===== src/rtl/mem_stage_if.sv =====
// mem_stage_if: data-memory bus between the memory stage and data memory.
// master (mem_stage): drives dmem_req, dmem_we, dmem_addr, dmem_be, dmem_wdata;
//   samples dmem_ready, dmem_rdata.
// slave (memory): the mirror image.
interface mem_stage_if;
  logic        dmem_req;
  logic        dmem_we;
  logic [31:0] dmem_addr;
  logic [3:0]  dmem_be;
  logic [31:0] dmem_wdata;
  logic        dmem_ready;
  logic [31:0] dmem_rdata;
  modport master(output dmem_req, dmem_we, dmem_addr, dmem_be, dmem_wdata, input dmem_ready, dmem_rdata);
  modport slave(input dmem_req, dmem_we, dmem_addr, dmem_be, dmem_wdata, output dmem_ready, dmem_rdata);
endinterface


===== src/rtl/mem_stage.sv =====
// mem_stage: pipeline memory stage; issues loads/stores on the dmem bus and registers write-back.
// Ports:
//   clk, reset (async, active-low)
//   rd_write_enable_in, rd_write_addr_in, res_src_in, mem_write_enable_in, mem_width_in,
//   exec_result_in, mem_write_data_in, next_pc_in  : instruction from execute
//   dmem                                            : data-memory bus (master)
//   stall_out, mem_forward                          : combinational hazard/forwarding outputs
//   rd_write_enable_out, rd_write_addr_out, wb_data_out, misaligned_out : registered write-back
module mem_stage (
  input  logic        clk,
  input  logic        reset,
  input  logic        rd_write_enable_in,
  input  logic [4:0]  rd_write_addr_in,
  input  logic [1:0]  res_src_in,
  input  logic        mem_write_enable_in,
  input  logic [2:0]  mem_width_in,
  input  logic [31:0] exec_result_in,
  input  logic [31:0] mem_write_data_in,
  input  logic [31:0] next_pc_in,
  mem_stage_if.master dmem,
  output logic        stall_out,
  output logic [31:0] mem_forward,
  output logic        rd_write_enable_out,
  output logic [4:0]  rd_write_addr_out,
  output logic [31:0] wb_data_out,
  output logic        misaligned_out
);
  typedef enum logic {IDLE, BUSY} state_t;
  state_t      state_q, state_d;
  logic        is_store, is_load, mem_op, bad_align, mis;
  logic [31:0] sh_rdata, ld_data, wb_sel;
  logic        rwe_q, rwe_d, mis_q, mis_d;
  logic [4:0]  rd_q, rd_d;
  logic [31:0] wb_q, wb_d;
  assign is_store = mem_write_enable_in;
  assign is_load = ~is_store & (res_src_in == 2'b01);
  assign mem_op = is_store | is_load;
  // Widths 011/110/111 are undefined encodings and are flagged as misaligned.
  always_comb begin
    bad_align = (mem_width_in inside {3'b001, 3'b101}) ? exec_result_in[0] :
                (mem_width_in == 3'b010) ? |exec_result_in[1:0] :
                !(mem_width_in inside {3'b000, 3'b100});
    mis = mem_op & bad_align;
  end
  always_ff @(posedge clk or negedge reset)
    if (!reset) state_q <= IDLE;
    else state_q <= state_d;
  always_comb
    state_d = (state_q == IDLE) ? ((dmem.dmem_req & ~dmem.dmem_ready) ? BUSY : IDLE)
                                : (dmem.dmem_ready ? IDLE : BUSY);
  // Gating with reset drops the request immediately when reset hits mid-transaction.
  always_comb begin
    dmem.dmem_req = reset & ((state_q == BUSY) | (mem_op & ~bad_align));
    stall_out = dmem.dmem_req & ~dmem.dmem_ready;
  end
  always_comb begin
    dmem.dmem_we = is_store;
    dmem.dmem_addr = {exec_result_in[31:2], 2'b00};
    dmem.dmem_be = !is_store ? 4'b1111 :
                   (mem_width_in[1:0] == 2'b00) ? 4'b0001 << exec_result_in[1:0] :
                   (mem_width_in[1:0] == 2'b01) ? (exec_result_in[1] ? 4'b1100 : 4'b0011) : 4'b1111;
    dmem.dmem_wdata = (mem_width_in[1:0] == 2'b00) ? {4{mem_write_data_in[7:0]}} :
                      (mem_width_in[1:0] == 2'b01) ? {2{mem_write_data_in[15:0]}} : mem_write_data_in;
  end
  // Shift the addressed byte/half down to bit 0, then extend; width[2] selects zero-extension.
  always_comb begin
    sh_rdata = dmem.dmem_rdata >> {exec_result_in[1:0], 3'b000};
    ld_data = (mem_width_in[1:0] == 2'b00) ? {{24{~mem_width_in[2] & sh_rdata[7]}}, sh_rdata[7:0]} :
              (mem_width_in[1:0] == 2'b01) ? {{16{~mem_width_in[2] & sh_rdata[15]}}, sh_rdata[15:0]} :
              dmem.dmem_rdata;
    wb_sel = (res_src_in == 2'b01) ? ld_data : (res_src_in == 2'b10) ? next_pc_in : exec_result_in;
  end
  always_comb begin
    rwe_d = ~stall_out & rd_write_enable_in & ~is_store & ~mis & |rd_write_addr_in;
    mis_d = mis;
    rd_d = rd_write_addr_in;
    wb_d = wb_sel;
  end
  always_ff @(posedge clk or negedge reset)
    if (!reset) begin
      rwe_q <= 1'b0;
      mis_q <= 1'b0;
      rd_q <= '0;
      wb_q <= '0;
    end else begin
      rwe_q <= rwe_d;
      mis_q <= mis_d;
      rd_q <= rd_d;
      wb_q <= wb_d;
    end
  assign mem_forward = exec_result_in;
  assign rd_write_enable_out = rwe_q;
  assign rd_write_addr_out = rd_q;
  assign wb_data_out = wb_q;
  assign misaligned_out = mis_q;
endmodule

===== src/flat_wrapper.sv =====
// flat-port wrapper written by rule: the top's interface ports become plain ports
module mem_stage_flat 
  (clk, reset, rd_write_enable_in, rd_write_addr_in, res_src_in, mem_write_enable_in, mem_width_in, exec_result_in, mem_write_data_in, next_pc_in, stall_out, mem_forward, rd_write_enable_out, rd_write_addr_out, wb_data_out, misaligned_out, dmem_dmem_req, dmem_dmem_we, dmem_dmem_addr, dmem_dmem_be, dmem_dmem_wdata, dmem_dmem_ready, dmem_dmem_rdata);
  mem_stage_if dmem_i ();
  input  logic clk;
  input  logic reset;
  input  logic rd_write_enable_in;
  input  logic [4:0] rd_write_addr_in;
  input  logic [1:0] res_src_in;
  input  logic mem_write_enable_in;
  input  logic [2:0] mem_width_in;
  input  logic [31:0] exec_result_in;
  input  logic [31:0] mem_write_data_in;
  input  logic [31:0] next_pc_in;
  output logic stall_out;
  output logic [31:0] mem_forward;
  output logic rd_write_enable_out;
  output logic [4:0] rd_write_addr_out;
  output logic [31:0] wb_data_out;
  output logic misaligned_out;
  output wire logic [$bits(dmem_i.dmem_req)-1:0] dmem_dmem_req;
  output wire logic [$bits(dmem_i.dmem_we)-1:0] dmem_dmem_we;
  output wire logic [$bits(dmem_i.dmem_addr)-1:0] dmem_dmem_addr;
  output wire logic [$bits(dmem_i.dmem_be)-1:0] dmem_dmem_be;
  output wire logic [$bits(dmem_i.dmem_wdata)-1:0] dmem_dmem_wdata;
  input wire logic [$bits(dmem_i.dmem_ready)-1:0] dmem_dmem_ready;
  input wire logic [$bits(dmem_i.dmem_rdata)-1:0] dmem_dmem_rdata;
  assign dmem_dmem_req = dmem_i.dmem_req;
  assign dmem_dmem_we = dmem_i.dmem_we;
  assign dmem_dmem_addr = dmem_i.dmem_addr;
  assign dmem_dmem_be = dmem_i.dmem_be;
  assign dmem_dmem_wdata = dmem_i.dmem_wdata;
  assign dmem_i.dmem_ready = dmem_dmem_ready;
  assign dmem_i.dmem_rdata = dmem_dmem_rdata;
  mem_stage u_core (.clk(clk), .reset(reset), .rd_write_enable_in(rd_write_enable_in), .rd_write_addr_in(rd_write_addr_in), .res_src_in(res_src_in), .mem_write_enable_in(mem_write_enable_in), .mem_width_in(mem_width_in), .exec_result_in(exec_result_in), .mem_write_data_in(mem_write_data_in), .next_pc_in(next_pc_in), .dmem(dmem_i), .stall_out(stall_out), .mem_forward(mem_forward), .rd_write_enable_out(rd_write_enable_out), .rd_write_addr_out(rd_write_addr_out), .wb_data_out(wb_data_out), .misaligned_out(misaligned_out));
endmodule

===== config.mk =====
export PLATFORM = sky130hd
export DESIGN_NAME = mem_stage_flat
export DESIGN_NICKNAME = d
export VERILOG_FILES = /design/src/rtl/mem_stage_if.sv /design/src/rtl/mem_stage.sv /design/src/flat_wrapper.sv
export SDC_FILE = /design/constraint.sdc
export NUM_CORES = 1
export LEC_CHECK = 0
export BUFFER_PORTS_ARGS = -buffer_cell sky130_fd_sc_hd__buf_2
export CAP_MARGIN = 20
export CORE_ASPECT_RATIO = 2
export CORE_MARGIN = 4
export CORE_UTILIZATION = 31
export CTS_CLUSTER_SIZE = 16
export DETAILED_ROUTE_END_ITERATION = 16
export GPL_TIMING_DRIVEN = 0
export PLACE_DENSITY = 0.63
export SYNTH_ARGS = -nofsm -noshare
export SYNTH_HDL_FRONTEND = slang
export SYNTH_SLANG_ARGS = --single-unit

===== constraint.sdc =====
create_clock -name clk -period 1.9 [get_ports clk]
set_input_delay 0.095 -clock clk [delete_from_list [all_inputs] [get_ports clk]]
set_output_delay 0.095 -clock clk [all_outputs]
set_load 0.01 [all_outputs]

Yosys cells after proc, flatten, opt, wreduce, memory -nomap -nowiden
Index checks and enable logic that the tools add are counted.
{"block": "classes", "n_addsub": 0, "n_mul": 0, "div": 0, "order_cmp": 0, "eq_ne": 7, "shifts": 2, "muxes": 15, "n_bitwise": 19, "n_reduce_logical": 7}
{"op": "$mux 32", "n": 6}
{"op": "$shr 32x5->16", "n": 1}
{"op": "$mux 4", "n": 4}
{"op": "$and 1x1->1", "n": 11}
{"op": "$eq 3x3->1 const B", "n": 2}
{"op": "$not 1->1", "n": 6}
{"op": "$mux 1", "n": 5}
{"op": "$reduce_or 5->1", "n": 1}
{"op": "$eq 2x1->1 const B", "n": 2}
{"op": "$reduce_bool 2->1", "n": 2}
{"op": "$shl 1x2->4 const A", "n": 1}
{"op": "$eq 3x1->1 const B", "n": 1}
{"op": "$eq 3x2->1 const B", "n": 1}
{"op": "$logic_not 3->1", "n": 1}
{"op": "$eq 2x2->1 const B", "n": 1}
{"op": "$logic_not 2->1", "n": 1}
{"op": "$or 1x1->1", "n": 2}
{"op": "$reduce_or 2->1", "n": 1}
{"op": "$logic_not 1->1", "n": 1}
{"block": "totals", "ff_bits": 40, "latchBits": 0, "mem_bits_rw": 0, "rom_bits": 0, "input_bits": 143, "output_inout_bits": 142, "wordCells": 55, "n_memories": 0}

Logic depth before layout (Yosys ltp)
Gate-level depths: netlist of the first run.
{"block": "logic_depth", "ltp_word": 15, "depth_mapped": 6, "depth_no_buf": 4}

Worst setup path after synthesis of the first run
No wires, ideal clock.
{"block": "synth_path", "path_type": "in2reg", "startpoint": "input res_src_in[1]", "endpoint": "register u_core.wb_q[2] (netlist: u_core.wb_data_out[2])", "setup_ps": 123, "arrival_time_ps": 1071, "required_time_ps": 1777, "setup_slack_ps": 707, "path_stages": 4, "cell_sequence": "clkbuf_1 -> buf_2 -> mux2_2 -> o221a_2"}
{"block": "synth_between", "elab_chain_len": 3, "elab_cells_between_ends": 4, "cone_classes": "2 x eq/ne; 2 x mux"}
{"item": "start, declared", "line": "flat_wrapper.sv:9", "rtl": "input logic [1:0] res_src_in;"}
{"item": "$eq 2x2->1", "line": "mem_stage.sv:71", "rtl": "wb_sel = (res_src_in == 2'b01) ? ld_data : (res_src_in == 2'b10) ? next_pc_in : exec_result_in;"}
{"item": "$mux 32", "line": "mem_stage.sv:71"}
{"item": "$mux 32 *", "line": "mem_stage.sv:71"}
{"item": "via u_core.wb_d[2]", "line": "mem_stage.sv:34", "rtl": "logic [31:0] wb_q, wb_d;"}
{"item": "end signal, assigned", "line": "mem_stage.sv:89", "rtl": "wb_q <= wb_d;"}
{"item": "end, declared", "line": "mem_stage.sv:34"}
The timed path passes the listed nets; every way through them passes the cells marked *.

Worst setup path after layout of the first run
{"block": "layout_path", "startpoint": "input mem_width_in[1]", "endpoint": "output dmem_dmem_wdata[14]"}
{"block": "layout_between", "elab_chain_len": 2}
{"item": "start, declared", "line": "flat_wrapper.sv:11", "rtl": "input logic [2:0] mem_width_in;"}
{"item": "$logic_not 2->1", "line": "mem_stage.sv:62", "rtl": "dmem.dmem_wdata = (mem_width_in[1:0] == 2'b00) ? {4{mem_write_data_in[7:0]}} :"}
{"item": "$mux 32", "line": "mem_stage.sv:62"}
{"item": "end, declared", "line": "flat_wrapper.sv:25", "rtl": "output wire logic [$bits(dmem_i.dmem_wdata)-1:0] dmem_dmem_wdata;"}
Every way passes these cells.

==> results of run 1 <==
[layout by cell type (no fill, tap or decap), types with 5 or more instances in the layout]
| cell type | count |
|---|---|
| dlygate4sd3_1 | 6 |
| clkbuf_1 | 13 |
| mux2i_1 | 13 |
| buf_2 | 290 |
| nand2_1 | 27 |
| nor2_1 | 7 |
| clkbuf_16 | 5 |
| a21oi_1 | 32 |
| buf_4 | 75 |
| o22ai_1 | 26 |
| nor2b_1 | 5 |
| a22o_1 | 7 |
| dfrtp_1 | 40 |
| o221a_2 | 7 |
| o21ai_0 | 19 |
| mux2_2 | 53 |
| a22oi_1 | 14 |
[state kept, by name, indices dropped and copies added, names as in the netlist]
signal / flops
u_core.rd_write_enable_out: 1
u_core.misaligned_out: 1
u_core.wb_data_out: 32
u_core.state_q: 1
u_core.rd_write_addr_out: 5
[through the flow]
stage | power (W) | std cells
2_1_floorplan | 0.001580 | 381
5_1_grt | 0.003134 | 816
3_5_place_dp | 0.002103 | 801
3_3_place_gp | 0.002081 | 801
4_1_cts | 0.003000 | 815
6_report | 0.002965 | 816
[cells by family after synthesis]
group	after synthesis	share of synthesized area
compound gates	118	0.2278
buf+inv	104	0.2027
flops	40	0.2870
mux	66	0.2085
other cells	1	0.001075
simple gates	51	0.07284
[power breakdown]
part	switching, W	total (W)	internal (W)
Clock	0.000351	0.000874	0.000523
Combinational	0.000578	0.00114	0.000560
Sequential	0.0000191	0.000953	0.000934
[synthesized netlist by cell type (3+ instances only)]
library cell / number
mux2_2: 53
a21oi_2: 3
buf_4: 75
clkbuf_1: 12
mux2i_1: 13
buf_6: 3
o221a_2: 7
nand2b_1: 3
dfrtp_1: 40
a22oi_1: 14
nor2_1: 7
a21oi_1: 32
nor3_1: 3
buf_2: 10
a22o_1: 7
nand2_1: 27
o22ai_1: 26
inv_1: 3
nor2b_1: 5
o21ai_0: 19
[layer usage]
metal | track usage | vias up | wire (µm)
met5 | 0 | - | 7
met3 | 0.05156 | 30 | 931
li1 | - | 1900 | -
met4 | 0.07405 | 2 | 367
met2 | 0.3874 | 159 | 7877
met1 | 0.2158 | 1817 | 5066
[worst register-to-register path, stage by stage (launching register included)]
cell      delay [ns]
dfrtp_1         0.36
inv_1           0.09
a21oi_2         0.07
o21bai_1        0.16
[final cells by class]
class / count / area (µm²)
Multi-Input combinational cell: 237 / 1783
Fill cell: 1145 / 5665
Sequential cell: 40 / 1001
Antenna cell: 1 / 2.502
Buffer: 101 / 695.7
Timing Repair Buffer: 286 / 1461
Inverter: 3 / 11.26
Clock inverter: 1 / 7.507
Tap cell: 140 / 175.2
Clock buffer: 7 / 142.6
[path summary, 6_finish.rpt]
path	cells past startpoint	endpoint	startpoint	slack, ns
max	5	dmem_dmem_wdata[14]	mem_width_in[1]	0.38
min	1	u_core.wb_data_out[4]	reset	-0.05
max reg2reg	3	u_core.state_q	u_core.state_q	1.10
min reg2reg	2	u_core.state_q	u_core.state_q	0.56
max in group asynchronous	1	u_core.state_q	reset	1.37
min in group clk	3	u_core.wb_data_out[26]	dmem_dmem_rdata[26]	0.07
[repair_timing]
action	4_1_cts	5_1_grt
gates resized for setup	0	0
hold endpoints to repair	46	0
hold buffers	6	0
==> flow_metrics.py, run 1 <==
metrics = {
    "status": {
        "status": "complete, but fails checks",
        "failed_checks": "negative hold slack",
    },
    "grt": {
        "gr-usage-all-layers": 0.2043,
        "grt_overflow": 0,
        "grt_first_pass_wirelength_um": 21350,
        "grt_pass1_vias": 3997,
        "antenna_found_initial": 2,
        "grt_max_degree": 43,
    },
    "final_layout": {
        "drive_above_1_share": 0.6578,
        "area_growth_pct": 51.42,
        "final_util": 0.4824,
        "fin_nets": 817,
        "final_cell_area_um2": 5280,
    },
    "pwr": {
        "ir_drop_v": 0.0003020,
        "leakage_nw": 2.715,
        "p_per_area_nw_per_um2": 561.6,
    },
    "die": {
        "dieWidth_um": 83.00,
        "start_util": 0.3186,
        "row_count": 54,
        "core-area_um2": 10950,
        "die_area_um2": 13110,
        "io_pins": 285,
        "die_y_um": 158.0,
    },
    "setup_path": {
        "slowest_stage": "nor2_2",
        "crit_path_cell_trace": "buf_2, buf_2, nor2_2, mux2_2, buf_2",
        "path_buf_inv": 3,
        "critical-path-top-delay-family": "buffers and inverters",
        "crit_type": "input pin to output pin",
        "cp-end-kind": "output pin",
        "crit_top_cell": "buf_2",
        "critPathArrivalTime_ns": 1.42,
        "crit_fanout": 10,
        "startpoint_type": "input pin",
        "max_stage_delay_ns": 0.44,
        "cp.required_ns": 1.80,
    },
    "clock_tree": {
        "postCtsSetupBuffers": 0,
        "insertion_delay_ns": 0.28,
        "clk_pin_slew_ns": 0.06,
        "clk_path_buf_depth": 2,
        "cts_made_buffers": 5,
        "root_buffer": "clkbuf_16",
        "htreeDepth": 2,
        "numClockSinks": 40,
        "cts_tree": "built",
    },
    "timing": {
        "clock_skew_ns": 0.0001815,
        "worst_pin_slew_ns": 0.9296,
        "relSlewSlack": 0.3803,
        "final-setup-viol-count": 0,
        "grt_setup_unrepaired": "false",
        "layout_setup_ws_ns": 0.3819,
        "fin_hold_ws_ns": -0.05438,
        "fin_crit_sh": 0.7990,
        "period_needed_ns": 1.518,
        "final_max_slew_viol_count": 0,
        "max_freq_mhz": 658.7,
        "fin_setup_tns_ns": 0,
        "report.final.hold_viol_count": 40,
    },
    "job": {
        "cap_violations": 0,
    },
    "yosys": {
        "syn_inst": 380,
        "syn_area_per_cell_um2": 9.177,
        "async_flop_share": 1.000,
        "ys_warn_count": 0,
        "ys_ff_latch": 40,
        "synth_top_area_frac": 0.2870,
        "ys_top_cells_by_area": "dfrtp_1 29%, mux2_2 17%, buf_4 16%",
        "syn_area_um2": 3487,
        "synth_top_flop_cell": "dfrtp_1",
        "netlist-cell-type-count": 38,
        "yosys.area.top_type": "dfrtp_1",
        "synth-edff-count": 0,
        "ys_seq_area_frac": 0.2870,
    },
    "route": {
        "wl_per_cell_um": 17.46,
        "dr_total_vias": 3908,
        "via_per_inst": 4.789,
        "antenna_left": 0,
        "first_iter_violations": 174,
        "firstDrtPassIters": 4,
        "wirelength_um": 14250,
        "drc_errors": 0,
    },
    "min_path": {
        "hp-class": "input pin to asynchronous set/reset pin",
    },
    "place": {
        "dpl.hpwl_um": 12010,
        "place_congestion": 0.8544,
        "placed_area_um2": 5067,
        "io_buffers": 280,
        "pre_cts_slack_ns": 0.3213,
    },
}
No activity file was read; power rests on OpenSTA's default activity.
==> inputs of run 2 (changes only) <==
PLACE_DENSITY = 0.66   (was 0.63)
clock period = 1.2 ns   (was 1.9 ns; I/O delays follow)
==> run 2 against run 1 <==
Net effect:
- the flow finishes with violations (negative hold slack, negative setup slack)
- cell count rose by 1.3%
- clock skew barely moved
- die area did not move
- wire length rose by 1.9%
- power rose by 60%
- critical path depth rose by 2
- cell area rose by 3.4%
- critical path type unchanged
==> flow_metrics.py, run 2 (synthesized netlist as in run 1, its figures left out) <==
metrics = {
    "status": {
        "status": "complete, but fails checks",
        "failed_checks": "negative hold slack, negative setup slack",
    },
    "place": {
        "io_buffers": 280,
        "pre_cts_slack_ns": -0.3671,
        "dpl.hpwl_um": 12090,
        "place_congestion": 0.8164,
    },
    "clock_tree": {
        "root_buffer": "clkbuf_16",
        "clk_path_buf_depth": 2,
        "cts_tree": "built",
        "clk_pin_slew_ns": 0.06,
        "insertion_delay_ns": 0.28,
        "hold_buffers": 6,
        "htreeDepth": 2,
        "numClockSinks": 40,
        "cts_made_buffers": 5,
    },
    "grt": {
        "antenna_found_initial": 5,
        "grt_max_degree": 43,
        "gr-usage-all-layers": 0.2054,
        "grt_pass1_vias": 4039,
        "grt_first_pass_wirelength_um": 21460,
        "grt_overflow": 0,
    },
    "final_layout": {
        "final_common_cell": "buf_2",
        "layout_common_cells": "284 x buf_2, 87 x buf_4, 52 x mux2_2",
        "area_growth_pct": 56.51,
        "fin_nets": 827,
        "fillers": 1088,
        "final_util": 0.4986,
        "largest_reg_flops": 32,
        "drive_above_1_share": 0.6759,
    },
    "die": {
        "dieWidth_um": 83.00,
        "die_y_um": 158.0,
        "start_util": 0.3186,
        "row_count": 54,
        "die_area_um2": 13110,
        "io_pins": 285,
        "core-area_um2": 10950,
    },
    "route": {
        "wl_per_cell_um": 17.56,
        "wirelength_um": 14530,
        "first_iter_violations": 186,
        "via_per_inst": 4.706,
        "dr_total_vias": 3892,
        "antenna_left": 0,
        "drc_errors": 0,
        "firstDrtPassIters": 4,
    },
    "timing": {
        "report.final.hold_viol_count": 40,
        "layout_setup_ws_ns": -0.02806,
        "grt_setup_unrepaired": "true",
        "max_freq_mhz": 814.3,
        "final_max_slew_viol_count": 0,
        "fin_hold_ws_ns": -0.2492,
        "final-setup-viol-count": 2,
        "fin_crit_sh": 1.023,
        "relSlewSlack": 0.6039,
        "clock_skew_ns": 0.00001935,
        "worst_pin_slew_ns": 0.5942,
        "period_needed_ns": 1.228,
    },
    "job": {
        "cap_violations": 0,
    },
    "setup_path": {
        "crit_path_start": "exec_result_in[0]",
        "r2r_setup_slack_ns": 0.30,
        "ff2ff_path_depth": 4,
        "crit_type": "input pin to output pin",
        "endpoint": "stall_out",
        "r2r-start": "u_core.state_q",
        "r2r-end": "u_core.rd_write_enable_out",
        "cp.required_ns": 1.14,
        "crit_fanout": 7,
        "startpoint_type": "input pin",
        "critPathArrivalTime_ns": 1.17,
        "cp-end-kind": "output pin",
    },
    "pwr": {
        "leakage_nw": 2.814,
        "p_per_area_nw_per_um2": 866.9,
        "ir_drop_v": 0.0005178,
    },
    "min_path": {
        "hp-class": "input pin to asynchronous set/reset pin",
    },
}
-- run 2: changes by cell type in the layout (fill, tap and decap cells not counted), sizes merged --
cell,previous run,this run
buf,369,379
clkbuf,19,17
clkinv,0,3
clkinvlp,1,0
diode,1,2
-- run 2: power breakdown --
| group | internal [W] | switching [W] | leakage (nW) |
|---|---|---|---|
| combinational | 0.000941 | 0.000949 | 2.28 |
| sequential | 0.00148 | 0.0000276 | 0.461 |
| clock | 0.000767 | 0.000570 | 0.0736 |
| total | 0.00319 | 0.00155 | 2.81 |
-- run 2: area by class of cell --
class	instances	area (µm²)	area share
multi-input combinational	237	1824	0.3343
inverter	3	11.26	0.002063
clock inverter	3	18.77	0.003439
sequential	40	1001	0.1834
timing repair buffer	297	1569	0.2875
clock buffer	5	125.1	0.02293
tap	140	175.2	0.03210
antenna	2	5.005	0.0009170
buffer	100	728.2	0.1334
-- run 2: worst min-delay path by stage --
stage | to | slack [ns]
floorplan | u_core.misaligned_out | -0.24
global placement | u_core.rd_write_addr_out[3] | 0.18
detailed placement | u_core.rd_write_addr_out[2] | 0.18
CTS | u_core.wb_data_out[11] | -0.23
global route | u_core.wb_data_out[11] | -0.21
finish | u_core.wb_data_out[13] | -0.25
-- run 2: routing by layer --
metal	GRT usage	share of wire	wire (µm)	up-vias
li1	-	-	-	1914
met1	0.2139	0.35	5103	1782
met2	0.3917	0.56	8077	165
met3	0.05833	0.070	1023	25
met4	0.06781	0.020	287	6
met5	0	0.0023	34	-
-- run 2: critical path: stages --
cell     delay [ns]
buf_8          0.10
buf_8          0.13
buf_12         0.13
nor4_4         0.26
o22ai_2        0.15
a21oi_2        0.18
buf_2          0.15
-- run 2: stage by stage --
stage	setup TNS, ns	hold WS (ns)	power (W)	instance area (µm²)	instances
floorplan	0	-0.2356	0.002501	3491	381
global placement	-10.01	0.1829	0.003303	5067	801
detailed placement	-11.80	0.1829	0.003341	5067	801
CTS	-0.05635	-0.2327	0.004733	5328	817
finish	-0.05249	-0.2492	0.004731	5458	827
global route	-0.1462	-0.2052	0.004985	5458	827
-- run 2: timing repair --
action / 4_1_cts / 5_1_grt
endpoints found under the hold margin: 46 / 40
setup buffers: 2 / 9
gates resized for setup: 14 / 15
pin swaps: 5 / 4
endpoints found under the setup margin: 38 / 47
